[src/rtl/alu_types.sv]
// ALU command encoding shared by the execute stage and the ALU.
// ADD must stay at encoding 0: it is the idle/reset command on alu_cmd.
// Encodings not listed here are legal and are passed through to the ALU untouched.
package alu_types;
  typedef enum logic [3:0] {
    ADD = 4'h0,
    SUB = 4'h1,
    AND = 4'h2,
    OR  = 4'h3,
    XOR = 4'h4,
    NOT = 4'h5,
    INC = 4'h6,
    DEC = 4'h7,
    SHL = 4'h8,
    SHR = 4'h9
  } cmd_t;
endpackage

[src/rtl/alu_exec_stage.sv]
// alu_exec_stage: issue/execute/writeback wrapper around an external ALU.
//   - NREGS x 32 register file, r0 reads as zero and ignores writes.
//   - in_*    : decoded instruction, valid/ready handshake.
//   - load_*  : host register write port, has priority over issue.
//   - alu_*   : operands/command out of the EX register, result/flags back in.
//   - wb_*    : one-cycle writeback report, flags = {V,C,N,Z} of last op.
//   - dbg_*   : combinational regfile peek (no forwarding).
module alu_exec_stage
  import alu_types::*;
#(
  parameter int NREGS = 8,
  parameter int AW    = $clog2(NREGS)
) (
  input  logic          clk,
  input  logic          reset,
  input  logic          in_valid,
  output logic          in_ready,
  input  cmd_t          in_cmd,
  input  logic [AW-1:0] in_rd,
  input  logic [AW-1:0] in_ra,
  input  logic [AW-1:0] in_rb,
  input  logic          load_valid,
  output logic          load_ready,
  input  logic [AW-1:0] load_addr,
  input  logic [31:0]   load_data,
  output cmd_t          alu_cmd,
  output logic [31:0]   alu_a,
  output logic [31:0]   alu_b,
  input  logic [31:0]   alu_data,
  input  logic          alu_v,
  input  logic          alu_c,
  input  logic          alu_n,
  input  logic          alu_z,
  output logic          wb_valid,
  output logic [AW-1:0] wb_rd,
  output logic [31:0]   wb_data,
  output logic [3:0]    flags,
  input  logic [AW-1:0] dbg_addr,
  output logic [31:0]   dbg_data
);

  logic [NREGS-1:0][31:0] rf_q, rf_d;

  logic          ex_valid_q, ex_valid_d;
  cmd_t          ex_cmd_q,   ex_cmd_d;
  logic [AW-1:0] ex_rd_q,    ex_rd_d;
  logic [31:0]   ex_a_q,     ex_a_d;
  logic [31:0]   ex_b_q,     ex_b_d;

  logic          wb_valid_q, wb_valid_d;
  logic [AW-1:0] wb_rd_q,    wb_rd_d;
  logic [31:0]   wb_data_q,  wb_data_d;
  logic [3:0]    flags_q,    flags_d;

  logic accept;
  logic fwd_a, fwd_b;

  // Load wins over issue; a load additionally waits for EX to empty so a
  // load write and a writeback never land on the same edge.
  assign in_ready   = !reset && !load_valid;
  assign load_ready = load_valid && !ex_valid_q && !reset;
  assign accept     = in_valid && in_ready;

  // The instruction in EX writes back on the same edge the new one issues,
  // so a dependent operand is taken straight from the ALU result.
  assign fwd_a = ex_valid_q && (ex_rd_q != '0) && (in_ra == ex_rd_q);
  assign fwd_b = ex_valid_q && (ex_rd_q != '0) && (in_rb == ex_rd_q);

  always_comb begin
    rf_d       = rf_q;
    ex_valid_d = accept;
    ex_cmd_d   = ex_cmd_q;
    ex_rd_d    = ex_rd_q;
    ex_a_d     = ex_a_q;
    ex_b_d     = ex_b_q;
    wb_valid_d = ex_valid_q;
    wb_rd_d    = wb_rd_q;
    wb_data_d  = wb_data_q;
    flags_d    = flags_q;

    if (accept) begin
      ex_cmd_d = in_cmd;
      ex_rd_d  = in_rd;
      ex_a_d   = fwd_a ? alu_data : rf_q[in_ra];
      ex_b_d   = fwd_b ? alu_data : rf_q[in_rb];
    end

    if (ex_valid_q) begin
      if (ex_rd_q != '0) rf_d[ex_rd_q] = alu_data;
      flags_d   = {alu_v, alu_c, alu_n, alu_z};
      wb_rd_d   = ex_rd_q;
      wb_data_d = alu_data;
    end

    // Mutually exclusive with the writeback above (load_ready needs !ex_valid_q).
    if (load_ready && (load_addr != '0)) rf_d[load_addr] = load_data;
  end

  always_ff @(posedge clk) begin
    if (reset) begin
      rf_q       <= '0;
      ex_valid_q <= 1'b0;
      ex_cmd_q   <= ADD;
      ex_rd_q    <= '0;
      ex_a_q     <= '0;
      ex_b_q     <= '0;
      wb_valid_q <= 1'b0;
      wb_rd_q    <= '0;
      wb_data_q  <= '0;
      flags_q    <= '0;
    end else begin
      rf_q       <= rf_d;
      ex_valid_q <= ex_valid_d;
      ex_cmd_q   <= ex_cmd_d;
      ex_rd_q    <= ex_rd_d;
      ex_a_q     <= ex_a_d;
      ex_b_q     <= ex_b_d;
      wb_valid_q <= wb_valid_d;
      wb_rd_q    <= wb_rd_d;
      wb_data_q  <= wb_data_d;
      flags_q    <= flags_d;
    end
  end

  assign alu_cmd  = ex_cmd_q;
  assign alu_a    = ex_a_q;
  assign alu_b    = ex_b_q;
  assign wb_valid = wb_valid_q;
  assign wb_rd    = wb_rd_q;
  assign wb_data  = wb_data_q;
  assign flags    = flags_q;
  // r0 is never written and resets to 0, so a plain read returns zero.
  assign dbg_data = rf_q[dbg_addr];

endmodule

[config.mk]
export PLATFORM = sky130hd
export DESIGN_NAME = alu_exec_stage
export DESIGN_NICKNAME = d
export VERILOG_FILES = /design/src/rtl/alu_types.sv /design/src/rtl/alu_exec_stage.sv
export SDC_FILE = /design/constraint.sdc
export NUM_CORES = 1
export LEC_CHECK = 0
export CORE_UTILIZATION = 30
export DETAILED_ROUTE_END_ITERATION = 8
export SYNTH_ARGS = -nofsm -noshare
export SYNTH_HDL_FRONTEND = slang
export SYNTH_SLANG_ARGS = --single-unit
[constraint.sdc]
create_clock -name clk -period 2.3 [get_ports clk]
set_input_delay 0.345 -clock clk [delete_from_list [all_inputs] [get_ports clk]]
set_output_delay 0.345 -clock clk [all_outputs]
set_load 0.01 [all_outputs]
==> results.json, run 1 <==
{
  "path_max_fanout": 4,
  "fp-row-count": 96,
  "synthCells": 1883,
  "cts.sinks": 368,
  "r2r_cells": 5,
  "fp.dieW_um": 265,
  "fin_crit_ps": 2270,
  "drv_cap": 0,
  "final_max_slew_viol_count": 0,
  "yosysMostFrequentCell": "dfxtp_1",
  "power_density_nw_per_um2": 609,
  "synthFlopType": "dfxtp_1",
  "drt_drc_violations_left": 0,
  "core_area_um2": 68500,
  "cts-root-buf": "clkbuf_16",
  "io_pins": 233,
  "fin_total_pwr_uw": 15800,
  "synth_top_area_cell": "dfxtp_1",
  "slew_headroom_pct": 27.1,
  "final_nets": 2117,
  "finalCritPeriodShare_pct": 98.6,
  "wire_per_inst_um": 25.9,
  "post_layout_nonfiller_instances": 2944,
  "initial_core_util_pct": 30.3,
  "async_flop_share_pct": 0,
  "rsz0062_at_grt": "no",
  "synth_fp_nets": 1974,
  "grt_max_degree": 159,
  "netlist_area_um2": 20700,
  "final.setup_skew_ps": 20.8,
  "crit_arrival_ps": 1920,
  "ys_ff_latch": 368,
  "cts_tree": "done",
  "grt_pass1_wl_um": 114000,
  "cp.required_ps": 1960,
  "syn_avg_cell_area_um2": 11.0,
  "cts_inserted_buffers": 46,
  "synth_top_area_share_pct": 35.5,
  "syn_to_final_growth_pct": 24.8,
  "cts_max_level": 2,
  "reg2reg_slack_ps": 120,
  "hold_viol_final": 0,
  "grt_usage_pct": 21.4,
  "yosys-top-cells-count": "368 x dfxtp_1, 293 x nor2_1, 290 x mux2i_1",
  "synth_edf_count": 0,
  "grt_pass1_vias": 17300,
  "drtAntennaViolNets": 0,
  "vias": 17100,
  "drive_above_1_share_pct": 25.5,
  "ys_types": 37,
  "p_leak_uw": 0.00987,
  "dp.cells": 2860,
  "fmaxAchievable_mhz": 441,
  "dpl.hpwl_um": 47600,
  "yosysSeqAreaShare_pct": 35.5,
  "setup_violations": 0,
  "gp_congestion": 0.808,
  "drt-pass1-iter-count": 5,
  "worst_setup_path_end_kind": "output pin",
  "clk_latency_ps": 580,
  "fp.dieH_um": 265,
  "setup_tns_ps": 0,
  "status": "finished clean",
  "fin_area_um2": 25900,
  "r2r-end": "alu_b[18]",
  "viasPerCell": 5.81,
  "ir_drop_uv": 517,
  "setup.worst_path.start_class": "flop",
  "cts_hold_buf": 0,
  "synth_area_leaders": "dfxtp_1 36%, mux4_2 21%, mux2i_1 14%, a211oi_1 8.1%, nor2_1 5.3%",
  "grt_remaining_overflow": 0,
  "antenna_found_initial": 2,
  "drt-total-wl_um": 76200,
  "path_clk_slew_ps": 60,
  "placed_cell_area_um2": 24400,
  "tightest_slew_ps": 1090,
  "cts_setup_buffers": 0,
  "drt_iter0_drc": 1694,
  "crit_path_start": "rf_q[108]",
  "critPathKind": "reg -> out",
  "crit_end": "dbg_data[12]",
  "holdWs_ps": 58.3,
  "worstReg2RegStart": "ex_rd_q[0]",
  "port_buffers": 232,
  "yosysWarnings": 0,
  "die_area_um2": 70200,
  "hp-class": "in -> reg",
  "cts_buffer_depth": 3
}
-- worst min-delay path by stage --
stage	depth (start not counted)	startpoint	to	slack [ps]
2_1_floorplan	2	in_cmd[0]	alu_cmd[0]	440
3_3_place_gp	2	alu_cmd[2]	alu_cmd[2]	460
3_5_place_dp	2	wb_rd[2]	wb_rd[2]	470
4_1_cts	2	reset	wb_valid	20
5_1_grt	2	reset	wb_valid	40
6_report	2	reset	wb_valid	60
-- cells in the final DEF, fill, tap and decap left out, types with 26 or more instances in the layout --
cell type	synthesis	routed
a211oi_1	224	224
mux2i_1	290	290
dfxtp_1	368	341
buf_12	0	42
o221a_2	36	36
nor2_1	293	292
nor2b_1	35	35
mux2_2	68	60
mux4_2	192	192
inv_1	36	36
dfxtp_2	0	26
buf_4	21	45
a221o_1	28	28
clkdlybuf4s50_1	0	190
o21ai_0	36	36
clkbuf_16	0	47
-- timing repair --
item | in CTS | in global routing
resized for setup | 94 | 25
gates cloned | 0 | 0
endpoints found under the setup margin | 32 | 15
-- where the power goes --
group	leakage [uW]	internal [uW]	switching, uW
logic	0.00614	880	998
registers	0.00300	6560	166
clock network	0.000730	4210	2960
total	0.00987	11700	4120
-- through the flow --
| step | setup WS, ps | utilization [%] |
|---|---|---|
| after floorplan | 287 | - |
| after global placement | -162 | 35.6 |
| after detailed placement | -180 | 35.6 |
| after CTS | -0.538 | 37.9 |
| after global routing | 0.562 | 37.8 |
| final | 31.3 | 37.8 |
-- layout make-up --
type                       count  area (um2)
sequential                   368        7400
clock buffer                  69        1370
fill                        6591       42600
multi-input combinational   1260       12400
timing repair buffer         313        3370
antenna                        1        2.50
tap                          882        1100
clock inverter                14         111
inverter                      37         139
-- flip-flops by register name, summed over array words and instances (netlist names) --
| signal | flops |
|---|---|
| alu_b | 32 |
| rf_q | 256 |
| alu_a | 32 |
| ex_valid_q | 1 |
| wb_valid | 1 |
| alu_cmd | 4 |
| ex_rd_q | 3 |
| wb_data | 32 |
| flags | 4 |
| wb_rd | 3 |
-- per-layer routing --
layer	vias up	global-route usage (%)	part of all wire (%)
met4	2	7.80	3.2
met1	8681	28.3	42
li1	7451	-	-
met3	150	3.64	7.3
met2	826	34.9	48
met5	-	0	0.017
-- logic make-up (layout without fill, tap and decap cells) --
logic type / after synthesis / in the layout / share of synthesized area, %
other cells: 0 / 1 / 0
mux: 550 / 550 / 38.5
compound gates: 328 / 328 / 12.6
flops: 368 / 368 / 35.5
buf+inv: 255 / 433 / 5.36
simple gates: 376 / 376 / 7.78
xor+xnor: 6 / 6 / 0.253
-- critical path: stages, from the launching register on --
cell,delay [ps]
dfxtp_1,340
mux4_2,480
mux2_4,300
clkdlybuf4s15_2,230
No activity file was read; power rests on OpenSTA's default activity.
==> run 2: changes to the inputs <==
--- a/config.mk
+++ b/config.mk
@@ -7,6 +7,7 @@
 export LEC_CHECK = 0
 export CORE_UTILIZATION = 30
 export DETAILED_ROUTE_END_ITERATION = 8
+export SLEW_MARGIN = 40
 export SYNTH_ARGS = -nofsm -noshare
 export SYNTH_HDL_FRONTEND = slang
 export SYNTH_SLANG_ARGS = --single-unit
==> run 2 against run 1 <==
Net effect:
- non-clock buffer count grew 2
- routed wire length grew 0.15%
- register-to-register slack gained 30 ps
- largest cell class unchanged
- worst setup slack better by 8.4 ps
- power up 1.9%
- die area did not move
- critical endpoint is now dbg_data[31]
- fmax up 0.37%
- combinational power is essentially flat
==> results.json, run 2 (synthesis results as in run 1) <==
{
  "grt_remaining_overflow": 0,
  "setup.worst_path.start_class": "flop",
  "drt-pass1-iter-count": 5,
  "cts_tree": "done",
  "cp.required_ps": 1960,
  "drt_drc_violations_left": 0,
  "final_max_slew_viol_count": 0,
  "cts_inserted_buffers": 46,
  "cts_resized": 125,
  "cp_top_family": "multiplexers",
  "regMostFlops": "rf_q",
  "setup_violations": 0,
  "drtAntennaViolNets": 0,
  "cts_setup_buffers": 0,
  "path_clk_slew_ps": 60,
  "cp_slowest_cell": "mux4_2",
  "cts_buffer_depth": 3,
  "cts_max_level": 2,
  "cts-root-buf": "clkbuf_16",
  "clk_latency_ps": 590,
  "core_area_um2": 68500,
  "fin_total_pwr_uw": 16100,
  "pre_cts_ws_ps": -177,
  "fin_ws_ps": 39.7,
  "cts.sinks": 368,
  "critPathMaxStageDelay_ps": 460,
  "crit_arrival_ps": 1920,
  "fmaxAchievable_mhz": 442,
  "rsz0062_at_grt": "no",
  "port_buffers": 232,
  "antenna_found_initial": 3,
  "grt_pass1_vias": 17400,
  "vias": 17000,
  "grt_usage_pct": 21.5,
  "drt_iter0_drc": 1610,
  "worst_setup_path_end_kind": "output pin",
  "initial_core_util_pct": 30.3,
  "hp-class": "in -> reg",
  "final_nets": 2119,
  "p_leak_uw": 0.00993,
  "drv_cap": 0,
  "final.setup_skew_ps": 31.1,
  "path_max_fanout": 4,
  "gp_congestion": 0.808,
  "die_area_um2": 70200,
  "final_cell_mix": "331 x dfxtp_1, 292 x nor2_1, 290 x mux2i_1",
  "fin_crit_ps": 2260,
  "status": "finished clean",
  "drive_above_1_share_pct": 26.4,
  "wire_per_inst_um": 25.9,
  "drt-total-wl_um": 76300,
  "ir_drop_uv": 459,
  "crit_buf_inv": 1,
  "cts_hold_buf": 0,
  "io_pins": 233,
  "grt_max_degree": 159,
  "tightest_slew_ps": 858,
  "power_density_nw_per_um2": 620,
  "fp.dieW_um": 265,
  "fp.dieH_um": 265,
  "grt_pass1_wl_um": 115000,
  "largest_reg_flops": 256,
  "syn_to_final_growth_pct": 25.1,
  "fp-row-count": 96,
  "critPathKind": "reg -> out",
  "final_common_cell": "dfxtp_1",
  "finalCritPeriodShare_pct": 98.3,
  "viasPerCell": 5.77,
  "crit_chain": "mux4_2, mux2_4, clkdlybuf4s15_2",
  "slew_headroom_pct": 42.8,
  "hold_viol_final": 0,
  "dpl.hpwl_um": 47900
}
-- run 2: cell count changes in the layout (fill, tap and decap cells not counted), moves of 2 or more --
cell | before | now
clkbuf_1 | 11 | 14
mux2_2 | 60 | 56
clkbuf_8 | 11 | 8
bufinv_16 | 1 | 4
dfxtp_1 | 341 | 331
buf_2 | 6 | 15
dfxtp_2 | 26 | 36
clkinvlp_4 | 2 | 0
clkdlybuf4s15_1 | 14 | 3
mux2_4 | 8 | 12
-- run 2: per-layer routing --
layer	track usage [%]	part of all wire [%]
met5	0	0.041
met4	9.19	3.8
met3	3.74	7.3
met2	34.8	47
met1	28.2	42
-- run 2: report_power, final --
part | internal [uW] | leakage (uW) | switching, uW
Combinational | 884 | 0.00618 | 997
Clock | 4470 | 0.000756 | 3000
Sequential | 6560 | 0.00300 | 166
-- run 2: area by class of cell --
class	count	area, um2
diodes	1	2.50
multi-input cells	1260	12400
repair buffers	315	3350
flip-flops and latches	368	7420
well taps	882	1100
clock inverters	14	193
clock buffers	69	1340
fillers	6582	42500
inverters	37	139
-- run 2: metrics by stage --
step | area (um2) | instances | utilization (%) | hold WS, ps | TNS [ps]
5_1_grt | 26000 | 2946 | 37.9 | 26.6 | 0
6_report | 26000 | 2946 | 37.9 | 42.3 | 0
3_3_place_gp | 24400 | 2860 | 35.6 | 462 | -5020
4_1_cts | 26000 | 2945 | 38.0 | 15.8 | 0
2_1_floorplan | 20700 | 1883 | - | 444 | 0
3_5_place_dp | 24400 | 2862 | 35.7 | 470 | -6610
-- run 2: worst paths after layout --
kind                            startpoint      endpoint  slack, ps  cells after the start
worst min register to register  alu_cmd[3]    alu_cmd[3]        480                      2
worst max-delay path              rf_q[95]  dbg_data[31]         40                      3
worst max register to register  ex_rd_q[0]     alu_b[18]        150                      5
worst min-delay path                 reset      wb_valid         40                      2
==> run 3: changes to the inputs <==
--- a/config.mk
+++ b/config.mk
@@ -5,8 +5,10 @@
 export SDC_FILE = /design/constraint.sdc
 export NUM_CORES = 1
 export LEC_CHECK = 0
+export ABC_AREA = 0
 export CORE_UTILIZATION = 30
 export DETAILED_ROUTE_END_ITERATION = 8
+export SKIP_CTS_REPAIR_TIMING = 1
 export SLEW_MARGIN = 40
 export SYNTH_ARGS = -nofsm -noshare
 export SYNTH_HDL_FRONTEND = slang
==> run 3 against run 2 <==
Net effect:
- final cell count is essentially flat
- die area is the same
- power is essentially flat
- register-to-register slack lost 20 ps
- worst setup slack gained 20 ps
- non-clock buffer count is the same
- critical path type unchanged
- critical endpoint unchanged
- highest routed layer unchanged
==> results.json, run 3 (synthesis results as in run 1) <==
{
  "setup_tns_ps": 0,
  "worst_setup_path_end_kind": "output pin",
  "cts-root-buf": "clkbuf_16",
  "reg2reg_slack_ps": 130,
  "nFillCells": 6566,
  "gp_congestion": 0.808,
  "final.setup_skew_ps": 30.3,
  "hp-class": "in -> reg",
  "drive_above_1_share_pct": 23.3,
  "ir_drop_uv": 459,
  "fp.dieH_um": 265,
  "grt_pass1_vias": 17400,
  "slew_headroom_pct": 44.3,
  "antenna_found_initial": 2,
  "fp.dieW_um": 265,
  "hp-start": "reset",
  "cp.required_ps": 1960,
  "cts_max_level": 2,
  "port_buffers": 232,
  "hold_depth": 2,
  "syn_to_final_growth_pct": 25.7,
  "grt_remaining_overflow": 0,
  "viasPerCell": 5.80,
  "final_nets": 2119,
  "worstReg2RegStart": "ex_rd_q[0]",
  "crit_arrival_ps": 1890,
  "grt_pass1_wl_um": 114000,
  "io_pins": 233,
  "post-route-util_pct": 38.1,
  "fin_crit_ps": 2240,
  "fmaxAchievable_mhz": 446,
  "rsz0062_at_grt": "no",
  "clk_latency_ps": 590,
  "fp-row-count": 96,
  "final_cell_mix": "366 x dfxtp_1, 292 x nor2_1, 290 x mux2i_1",
  "grt_usage_pct": 21.5,
  "drtAntennaViolNets": 0,
  "die_area_um2": 70200,
  "regMostFlops": "rf_q",
  "hold_end": "wb_valid",
  "status": "finished clean",
  "cts.sinks": 368,
  "p_leak_uw": 0.0104,
  "drt_drc_violations_left": 0,
  "path_max_fanout": 4,
  "holdWs_ps": 42.4,
  "hold_viol_final": 0,
  "r2r_cells": 5,
  "dpl.hpwl_um": 47900,
  "cts_buffer_depth": 3,
  "largest_reg_flops": 256,
  "final_max_slew_viol_count": 0,
  "final_common_cell": "dfxtp_1",
  "finalCritPeriodShare_pct": 97.4,
  "initial_core_util_pct": 30.3,
  "critPathKind": "reg -> out",
  "r2r-end": "alu_b[18]",
  "drt-total-wl_um": 76400,
  "tightest_slew_ps": 835,
  "vias": 17100,
  "core_area_um2": 68500,
  "setup.worst_path.start_class": "flop",
  "path_clk_slew_ps": 60,
  "cts_tree": "done",
  "diodes": 0,
  "power_density_nw_per_um2": 617,
  "drt-pass1-iter-count": 5,
  "drv_cap": 0,
  "cts_inserted_buffers": 46,
  "grt_max_degree": 159,
  "drt_iter0_drc": 1708,
  "wire_per_inst_um": 25.9,
  "setup_violations": 0
}
run 3: changes by cell type in the layout (fill, tap and decap cells not counted), moves of 8 or more:
cell / delta
dlymetal6s2s_1: +32
clkbuf_2: -12
dfxtp_1: +35
buf_2: -12
dfxtp_2: -35
mux2_4: -8
mux2_2: +8
run 3: stage by stage:
stage | instances | total power (uW) | area, um2 | setup slack, ps
3_5_place_dp | 2862 | 8740 | 24400 | -177
3_3_place_gp | 2860 | 8690 | 24400 | -162
5_1_grt | 2945 | 16700 | 26100 | 3.40
4_1_cts | 2945 | 16200 | 26000 | -302
6_report | 2945 | 16100 | 26100 | 60.1
2_1_floorplan | 1883 | 7850 | 20700 | 287
run 3: final cells by class:
type | instances | area [um2] | share of cell area [%]
multi-input cells | 1260 | 12400 | 47.5
flip-flops and latches | 368 | 7370 | 28.3
repair buffers | 315 | 3550 | 13.6
clock buffers | 69 | 1340 | 5.14
well taps | 882 | 1100 | 4.23
clock inverters | 14 | 193 | 0.739
inverters | 37 | 139 | 0.533
run 3: routing by layer:
layer  wire (um)  vias up  global-route usage, %
met2       36300      825                   35.1
li1            -     7460                      -
met1       31400     8616                   28.2
met4        2760        4                   8.72
met5          31        -                      0
met3        5910      178                   3.62
run 3: worst max-delay path by stage:
stage	startpoint	end	slack (ps)	depth (start not counted)
2_1_floorplan	dbg_addr[0]	dbg_data[0]	290	4
3_3_place_gp	dbg_addr[0]	dbg_data[31]	-160	5
3_5_place_dp	dbg_addr[0]	dbg_data[0]	-180	5
4_1_cts	rf_q[111]	dbg_data[15]	-300	3
5_1_grt	rf_q[101]	dbg_data[5]	3	3
6_report	rf_q[255]	dbg_data[31]	60	3
run 3: worst max-delay path, cell delays in order, from the launching register on:
cell and delay, ps:
dfxtp_1 330, mux4_2 460, mux2_2 330, dlymetal6s2s_1 190
run 3: power breakdown:
part / internal, uW / switching [uW] / total (uW)
combinational: 890 / 994 / 1880
sequential: 6560 / 166 / 6720
clock: 4470 / 3000 / 7470
